## src/rtl/icache.sv

```systemverilog
// Direct-mapped, one-word-per-line instruction cache between fetch and mem_ctrl.
// Optional hit/miss counters are enabled by defining ICACHE_STATS_EN.
module icache #(
  parameter int INDEX_BITS = 6
) (
  input  logic        clk,
  input  logic        rst,
  input  logic        rdy,
  input  logic        flush,
  input  logic        fetch_valid,
  input  logic [31:0] fetch_addr,
  output logic        inst_valid,
  output logic [31:0] inst,
  output logic        mem_req,
  output logic [31:0] mem_addr,
  input  logic        mem_ready,
  input  logic [31:0] mem_data,
  output logic [31:0] hit_count,
  output logic [31:0] miss_count
);

  localparam int LINES = 1 << INDEX_BITS;
  localparam int TAG_W = 30 - INDEX_BITS;

  typedef enum logic [1:0] {
    IDLE,
    RESP,
    MISS
  } state_t;

  state_t state, state_n;

  logic                  deliver, deliver_n;
  logic                  inst_valid_n;
  logic [31:0]           inst_n;
  logic                  mem_req_n;
  logic [31:0]           mem_addr_n;
  logic [INDEX_BITS-1:0] miss_idx, miss_idx_n;
  logic [TAG_W-1:0]      miss_tag, miss_tag_n;

  logic [LINES-1:0]      valid_q;
  logic [TAG_W-1:0]      tag_q  [LINES];
  logic [31:0]           data_q [LINES];

  logic [INDEX_BITS-1:0] req_idx;
  logic [TAG_W-1:0]      req_tag;
  logic                  lookup_hit;
  logic                  accept;
  logic                  acc_hit;
  logic                  acc_miss;
  logic                  fill;
  logic                  unused_addr_bits;

  assign req_idx    = fetch_addr[INDEX_BITS+1:2];
  assign req_tag    = fetch_addr[31:INDEX_BITS+2];
  assign lookup_hit = valid_q[req_idx] && (tag_q[req_idx] == req_tag);
  assign accept     = (state == IDLE) && fetch_valid && !flush;
  assign acc_hit    = accept && lookup_hit;
  assign acc_miss   = accept && !lookup_hit;
  assign fill       = (state == MISS) && mem_ready;

  // Byte offset within the word never selects anything.
  assign unused_addr_bits = ^fetch_addr[1:0];

  always_comb begin
    state_n      = state;
    deliver_n    = deliver;
    inst_valid_n = 1'b0;
    inst_n       = inst;
    mem_req_n    = mem_req;
    mem_addr_n   = mem_addr;
    miss_idx_n   = miss_idx;
    miss_tag_n   = miss_tag;
    unique case (state)
      IDLE: begin
        if (acc_hit) begin
          inst_n       = data_q[req_idx];
          inst_valid_n = 1'b1;
          state_n      = RESP;
        end else if (acc_miss) begin
          mem_req_n  = 1'b1;
          mem_addr_n = {fetch_addr[31:2], 2'b00};
          miss_idx_n = req_idx;
          miss_tag_n = req_tag;
          deliver_n  = 1'b1;
          state_n    = MISS;
        end
      end
      RESP: begin
        state_n = IDLE;
      end
      MISS: begin
        if (mem_ready) begin
          mem_req_n = 1'b0;
          deliver_n = 1'b0;
          if (deliver && !flush) begin
            inst_n       = mem_data;
            inst_valid_n = 1'b1;
            state_n      = RESP;
          end else begin
            state_n = IDLE;
          end
        end
      end
      default: begin
        state_n = IDLE;
      end
    endcase
    // A redirect cancels whatever was owed to fetch.
    if (flush) begin
      deliver_n    = 1'b0;
      inst_valid_n = 1'b0;
    end
  end

  always_ff @(posedge clk) begin
    if (rst) begin
      state      <= IDLE;
      deliver    <= 1'b0;
      inst_valid <= 1'b0;
      inst       <= '0;
      mem_req    <= 1'b0;
      mem_addr   <= '0;
      miss_idx   <= '0;
      miss_tag   <= '0;
      valid_q    <= '0;
    end else if (rdy) begin
      state      <= state_n;
      deliver    <= deliver_n;
      inst_valid <= inst_valid_n;
      inst       <= inst_n;
      mem_req    <= mem_req_n;
      mem_addr   <= mem_addr_n;
      miss_idx   <= miss_idx_n;
      miss_tag   <= miss_tag_n;
      if (fill) valid_q[miss_idx] <= 1'b1;
    end
  end

  always_ff @(posedge clk) begin
    if (!rst && rdy && fill) begin
      tag_q[miss_idx]  <= miss_tag;
      data_q[miss_idx] <= mem_data;
    end
  end

`ifdef ICACHE_STATS_EN
  logic [31:0] hit_q, miss_q;

  always_ff @(posedge clk) begin
    if (rst) begin
      hit_q  <= '0;
      miss_q <= '0;
    end else if (rdy) begin
      if (acc_hit)  hit_q  <= hit_q + 32'd1;
      if (acc_miss) miss_q <= miss_q + 32'd1;
    end
  end

  assign hit_count  = hit_q;
  assign miss_count = miss_q;
`else
  assign hit_count  = '0;
  assign miss_count = '0;
`endif

endmodule

```

## config.mk

```make
export PLATFORM = sky130hd
export DESIGN_NAME = icache
export DESIGN_NICKNAME = d
export VERILOG_FILES = /design/src/rtl/icache.sv
export SDC_FILE = /design/constraint.sdc
export NUM_CORES = 2
export LEC_CHECK = 0
export BUFFER_PORTS_ARGS = -buffer_cell sky130_fd_sc_hd__buf_4
export CAP_MARGIN = 20
export CELL_PAD_IN_SITES_DETAIL_PLACEMENT = 0
export CELL_PAD_IN_SITES_GLOBAL_PLACEMENT = 2
export CORE_ASPECT_RATIO = 0.8
export CORE_MARGIN = 8
export CORE_UTILIZATION = 35
export CTS_BUF_LIST = sky130_fd_sc_hd__clkbuf_4
export DETAILED_ROUTE_END_ITERATION = 10
export PLACE_DENSITY = 0.62
export SLEW_MARGIN = 20
export SYNTH_ARGS = -nofsm -noshare
export SYNTH_HDL_FRONTEND = slang
export SYNTH_SLANG_ARGS = --single-unit
```

## constraint.sdc

```tcl
create_clock -name clk -period 16.9 [get_ports clk]
set_input_delay 1.69 -clock clk [delete_from_list [all_inputs] [get_ports clk]]
set_output_delay 1.69 -clock clk [all_outputs]
set_load 0.03 [all_outputs]
```

## Yosys cells after proc, flatten, opt, wreduce, memory -nomap -nowiden

Memory sizes are Yosys's and may differ from the RTL's.
Cells that the tools add are included.

- Reductions and logical operators: 22
- $lt $le $gt $ge: 3
- Shift operators: 0
- Muxes and demuxes: 25
- $mul: 0
- Div/mod/pow operators: 0
- Equality and inequality tests: 11
- Bitwise logic cells: 2
- $add $sub $neg: 0

Operators with widths:

| cell | number |
|---|---|
| 32-bit 2-to-1 mux | 3 |
| 64-bit OR | 1 |
| 32-bit case mux with 2 select lines | 1 |
| 24-bit == test | 1 |
| 5-bit AND reduction | 3 |
| 6-bit by 7-bit < comparator with 1-bit output (second input constant) | 2 |
| 1-bit 2-to-1 mux | 13 |
| 3-bit != test (second input constant) | 4 |
| 1-bit logical AND | 10 |
| 2-bit != test (second input constant) | 4 |
| 1-bit binary-select mux with 6-bit select | 1 |
| 1-bit demux with 6-bit select | 1 |
| 6-bit by 1-bit greater-or-equal comparator with 1-bit output (second input constant) | 1 |
| 2-bit 2-to-1 mux | 3 |
| 1-bit case mux with 2 select lines | 2 |
| 2-bit case mux with 2 select lines | 1 |
| 4-bit AND reduction | 1 |
| 1-bit zero test | 3 |
| 3-bit AND reduction | 1 |
| 3-bit nonzero test | 1 |
| 2-bit == test (second input constant) | 1 |
| 2-bit zero test | 1 |
| 2-bit by 1-bit != test with 1-bit output (second input constant) | 1 |
| 2-bit AND reduction | 1 |
| other kinds (2) | 2 |

- Bits in registers: 161
- Latch bits: 0
- Memories: 2
- Output and inout port bits: 130
- Word-level logic and storage cells: 74
- ROM bits: 0
- Bits in writable memories: 3584
- Input bits: 70

Memories:

| memory | words | width | read ports | clocked after memory_dff | write ports | RTL line | RTL |
|---|---|---|---|---|---|---|---|
| data_q | 64 | 32 | 1 | 0 | 1 | 43 | `logic [31:0] data_q [LINES];` |
| tag_q | 64 | 24 | 1 | 0 | 1 | 42 | `logic [TAG_W-1:0] tag_q [LINES];` |

## Logic depth before layout (Yosys ltp)

- Word-level depth: 9
- Gate-level depth with buffers: 19
- Mapped depth without buffers: 11

## Least setup slack after synthesis

OpenSTA, ideal clock, no wires.

- Path kind: input port to flip-flop
- From: in rst
- To: mem data_q[32][0], enable pin
- Data arrival time: 6.068 ns
- Library setup time: 0.541 ns
- Required time: 16.359 ns
- Setup slack: 10.291 ns
- Buffers on the path: 1
- Cell stages on the path: 4
- Cells stage by stage: clkbuf_1 > inv_1 > nand4_1 > nor3_1

- Word-level cells in the longest chain between the ends: 5

Ends and longest elaborated chain:

| item | RTL line | RTL |
|---|---|---|
| start: declaration | 7 | `input logic rst,` |
| 1-bit zero test | 141 | `if (!rst && rdy && fill) begin` |
| 1-bit logical AND (2 in a row) | 141 |  |
| 1-bit 2-to-1 mux | 141 |  |
| 1-bit 2-to-1 mux (implied by the code) | 143 | `data_q[miss_idx] <= mem_data;` |
| end: declaration | 43 |  |

No other way between the ends.

## Worst setup path in the final report

- From: in fetch_addr[4]
- To: reg miss_tag[10]

- Word-level cells in the longest chain between the ends: 6
- Elaborated cells on any way between the ends: 10
- Classes of those cells: eq/ne: 1; mux: 2; bitwise: 1; reduce/logical: 5; memory: 1

Ends and longest elaborated chain:

| item | RTL line | RTL |
|---|---|---|
| start: declaration | 11 | `input logic [31:0] fetch_addr,` |
| memory read 64 x 24 bit / 1-bit binary-select mux with 6-bit select (equally long branches) | n/a |  |
| 24-bit == test / 1-bit 2-to-1 mux (equally long branches) | 56 | `assign lookup_hit = valid_q[req_idx] && (tag_q[req_idx] == req_tag);` |
| 1-bit logical AND * | 56 |  |
| 1-bit zero test / 1-bit logical AND (equally long branches) | 59, 58 |  |
| 1-bit logical AND / 1-bit inverter (equally long branches) | n/a |  |
| 4-bit AND reduction (no line) * | n/a |  |
| end signal: assignment | 135 | `miss_tag <= miss_tag_n;` |
| end: declaration | 39 | `logic [TAG_W-1:0] miss_tag, miss_tag_n;` |

Every way passes the cells marked *; elsewhere a longest branch is shown, timed or not. The select of a mux whose other input is x is not followed.
A chain may end at the register's enable or synchronous reset.

==> flow_metrics.tcl <==
set metrics [dict create \
    status "finished clean" \
    dr.max_layer_used "met5" \
    first_pass_iters 6 \
    dieArea_sq_um 430000 \
    grt_setup_unrepaired "false" \
    stdcell_area_sq_um 163000 \
    critPathCaptureType "flip-flop" \
    synth_top_area_share_pct 75.2 \
    setup_viol 0 \
    cts_tree "built" \
    drt_iter0_drc 8646 \
    die_h_microns 588 \
    vias 73800 \
    clk_latency_ps 1710 \
    grt_max_degree 130 \
    initial_core_util_pct 35.1 \
    tightest_slew_ps 1210 \
    yosysSeqAreaShare_pct 77.0 \
    gp_congestion 0.769 \
    hold_viol 0 \
    place_area_sq_um 151000 \
    yosys_warnings 0 \
    leakage_nw 51.2 \
    n_fill_cell 36500 \
    timing.setup.tns_ps 0 \
    wl_per_cell_microns 33.1 \
    die_w_microns 731 \
    dpl_worst_slack_ps 7030 \
    num_rows 210 \
    io_pins 200 \
    grt_pass1_wl_microns 607000 \
    synthDistinctLibCells 69 \
    htreeDepth 6 \
    cts_root_buffer "clkbuf_4" \
    wl_microns 444000 \
    cp.arrival_ps 9670 \
    slew_headroom_pct 19.0 \
    areaGrowthSynthToFinish_pct 13.9 \
    layout_commonest_cell "edfxtp_1" \
    fin_crit_ps 8200 \
    drive_gt1_share_pct 35.4 \
    post_cts_buffers 0 \
    power_density_nw_per_um2 112 \
    avgSynthCellArea_sq_um 22.3 \
    ys_ff_latch 3715 \
    numCtsBuffers 909 \
    clock.fmax_mhz 122 \
    nets 7392 \
    finalPower_mw 18.3 \
    gr-total-overflow 0 \
    crit_fanout 72 \
    ir_worst_vdd_v 0.0000687 \
    dp_hpwl_microns 236000 \
    clock_sinks 3715 \
    fin_skew_ps 188 \
    synth_area_leaders "edfxtp_1 (75%), mux4_2 (14%), mux2i_1 (3.4%), dfxtp_1 (1.8%), a22oi_1 (0.89%)" \
    min_path_type "primary input to flip-flop" \
    synth_area_sq_um 143000 \
    port_buffers 131 \
    grt_pass1_vias 75000 \
    cp.required_ps 18360 \
    ant_nets 0 \
    core_sq_um 408000 \
    vias_per_cell 5.49 \
    critical_path_class "primary input to flip-flop" \
    async_flop_share_pct 0 \
    synthCells 6414 \
    cts-root-to-sink-buffers 4 \
    timing.final.crit_share_pct 48.5 \
    max_cap_violations 0 \
    synth_ff_type "edfxtp_1" \
    slew_violations 0 \
    met1_length_microns 193000 \
    cts-resized-gates 0 \
    fin_ws_ps 8700 \
    post-synth-top-area-cell "edfxtp_1" \
    grtUsageTotal_pct 20.2 \
    cts.clk_slew.worst_paths_ps 70 \
    drc 0 \
    antenna_found_initial 29 \
    worstSetupStartpointType "primary input" \
    hold_buffers 0 \
    wl_met2_microns 206000 \
    met3_length_microns 35400 \
    synth_edf_count 3584 \
    final_cell_mix "edfxtp_1 (3584), clkbuf_4 (1327), mux4_2 (890)" \
]
sequential cells by signal, indices dropped and copies added, names as in the netlist:
name        cells
data_q       2048
tag_q        1536
valid_q        64
inst           32
miss_tag       24
miss_idx        5
state           2
deliver         1
inst_valid      1
mem_addr        1
mem_req         1
through the flow:
| stage | hold WS [ps] | cells | utilization [%] |
|---|---|---|---|
| 3_5_place_dp | 434 | 11800 | 37.1 |
| 5_1_grt | 157 | 13400 | 39.9 |
| 2_1_floorplan | 421 | 6479 | - |
| 6_report | 253 | 13400 | 39.9 |
| 4_1_cts | 14.0 | 13400 | 39.9 |
| 3_3_place_gp | 427 | 11800 | 37.0 |
power breakdown:
part	leakage (nW)	internal (mW)	switching [mW]
Sequential	31.6	10.1	0.0126
Clock	6.85	3.74	3.66
Combinational	12.8	0.305	0.538
Total	51.2	14.1	4.21
worst max-delay path, cell delays in order:
cell,delay (ps)
buf_8,540
buf_4,840
buf_4,850
buf_4,790
mux2i_1,270
a22oi_1,110
nand3_1,160
a21boi_0,120
o32ai_1,790
xnor2_1,250
a2111oi_0,540
nand4_1,700
o21bai_4,630
buf_4,660
mux2i_1,270
nor2_1,60
synthesized netlist by cell type (all sizes together), types with 14 or more instances:
library cell and instances:
o21ai 23, nand4 15, nor2 109, mux4 890
buf 314, inv 17, a22oi 169, a311oi 34
o22ai 31, dfxtp 131, nand2 91, nand3 61
edfxtp 3584, xnor2 16, mux2i 481, nor2b 14
a21oi 80, a21o 56, clkbuf 121
cell families after synthesis:
logic type | share of synthesized area [%]
other cells | 0.00262
simple gates | 1.24
xor+xnor | 0.159
mux | 17.4
compound gates | 2.46
buf+inv | 1.66
flops | 77.0
final timing paths:
path / start / depth (start not counted) / slack (ps) / to
setup / recovery: fetch_addr[4] / 16 / 8700 / miss_tag[10]$_SDFFE_PP0P_
hold / removal: fetch_addr[25] / 3 / 250 / miss_tag[17]$_SDFFE_PP0P_
setup reg to reg: tag_q[63][3]$_DFFE_PP_ / 11 / 11450 / miss_tag[10]$_SDFFE_PP0P_
hold reg to reg: valid_q[11]$_SDFFE_PP0P_ / 1 / 450 / valid_q[11]$_SDFFE_PP0P_
routing by layer:
layer  GRT usage, %  up-vias
met1           29.1    40300
met5              0        -
met3           3.93      587
met2           31.4     3348
li1               -    29500
met4           5.33        8
layout make-up:
type	instances	area [sq um]	area share (%)
clock inverters	281	1520	0.932
repair buffers	367	3030	1.86
diodes	10	25.0	0.0154
inverters	18	67.6	0.0415
multi-input cells	2311	31300	19.2
well taps	5406	6760	4.15
clock buffers	1327	9960	6.11
flip-flops and latches	3715	110000	67.7
Note: power is estimated with default switching activity, not from simulation.
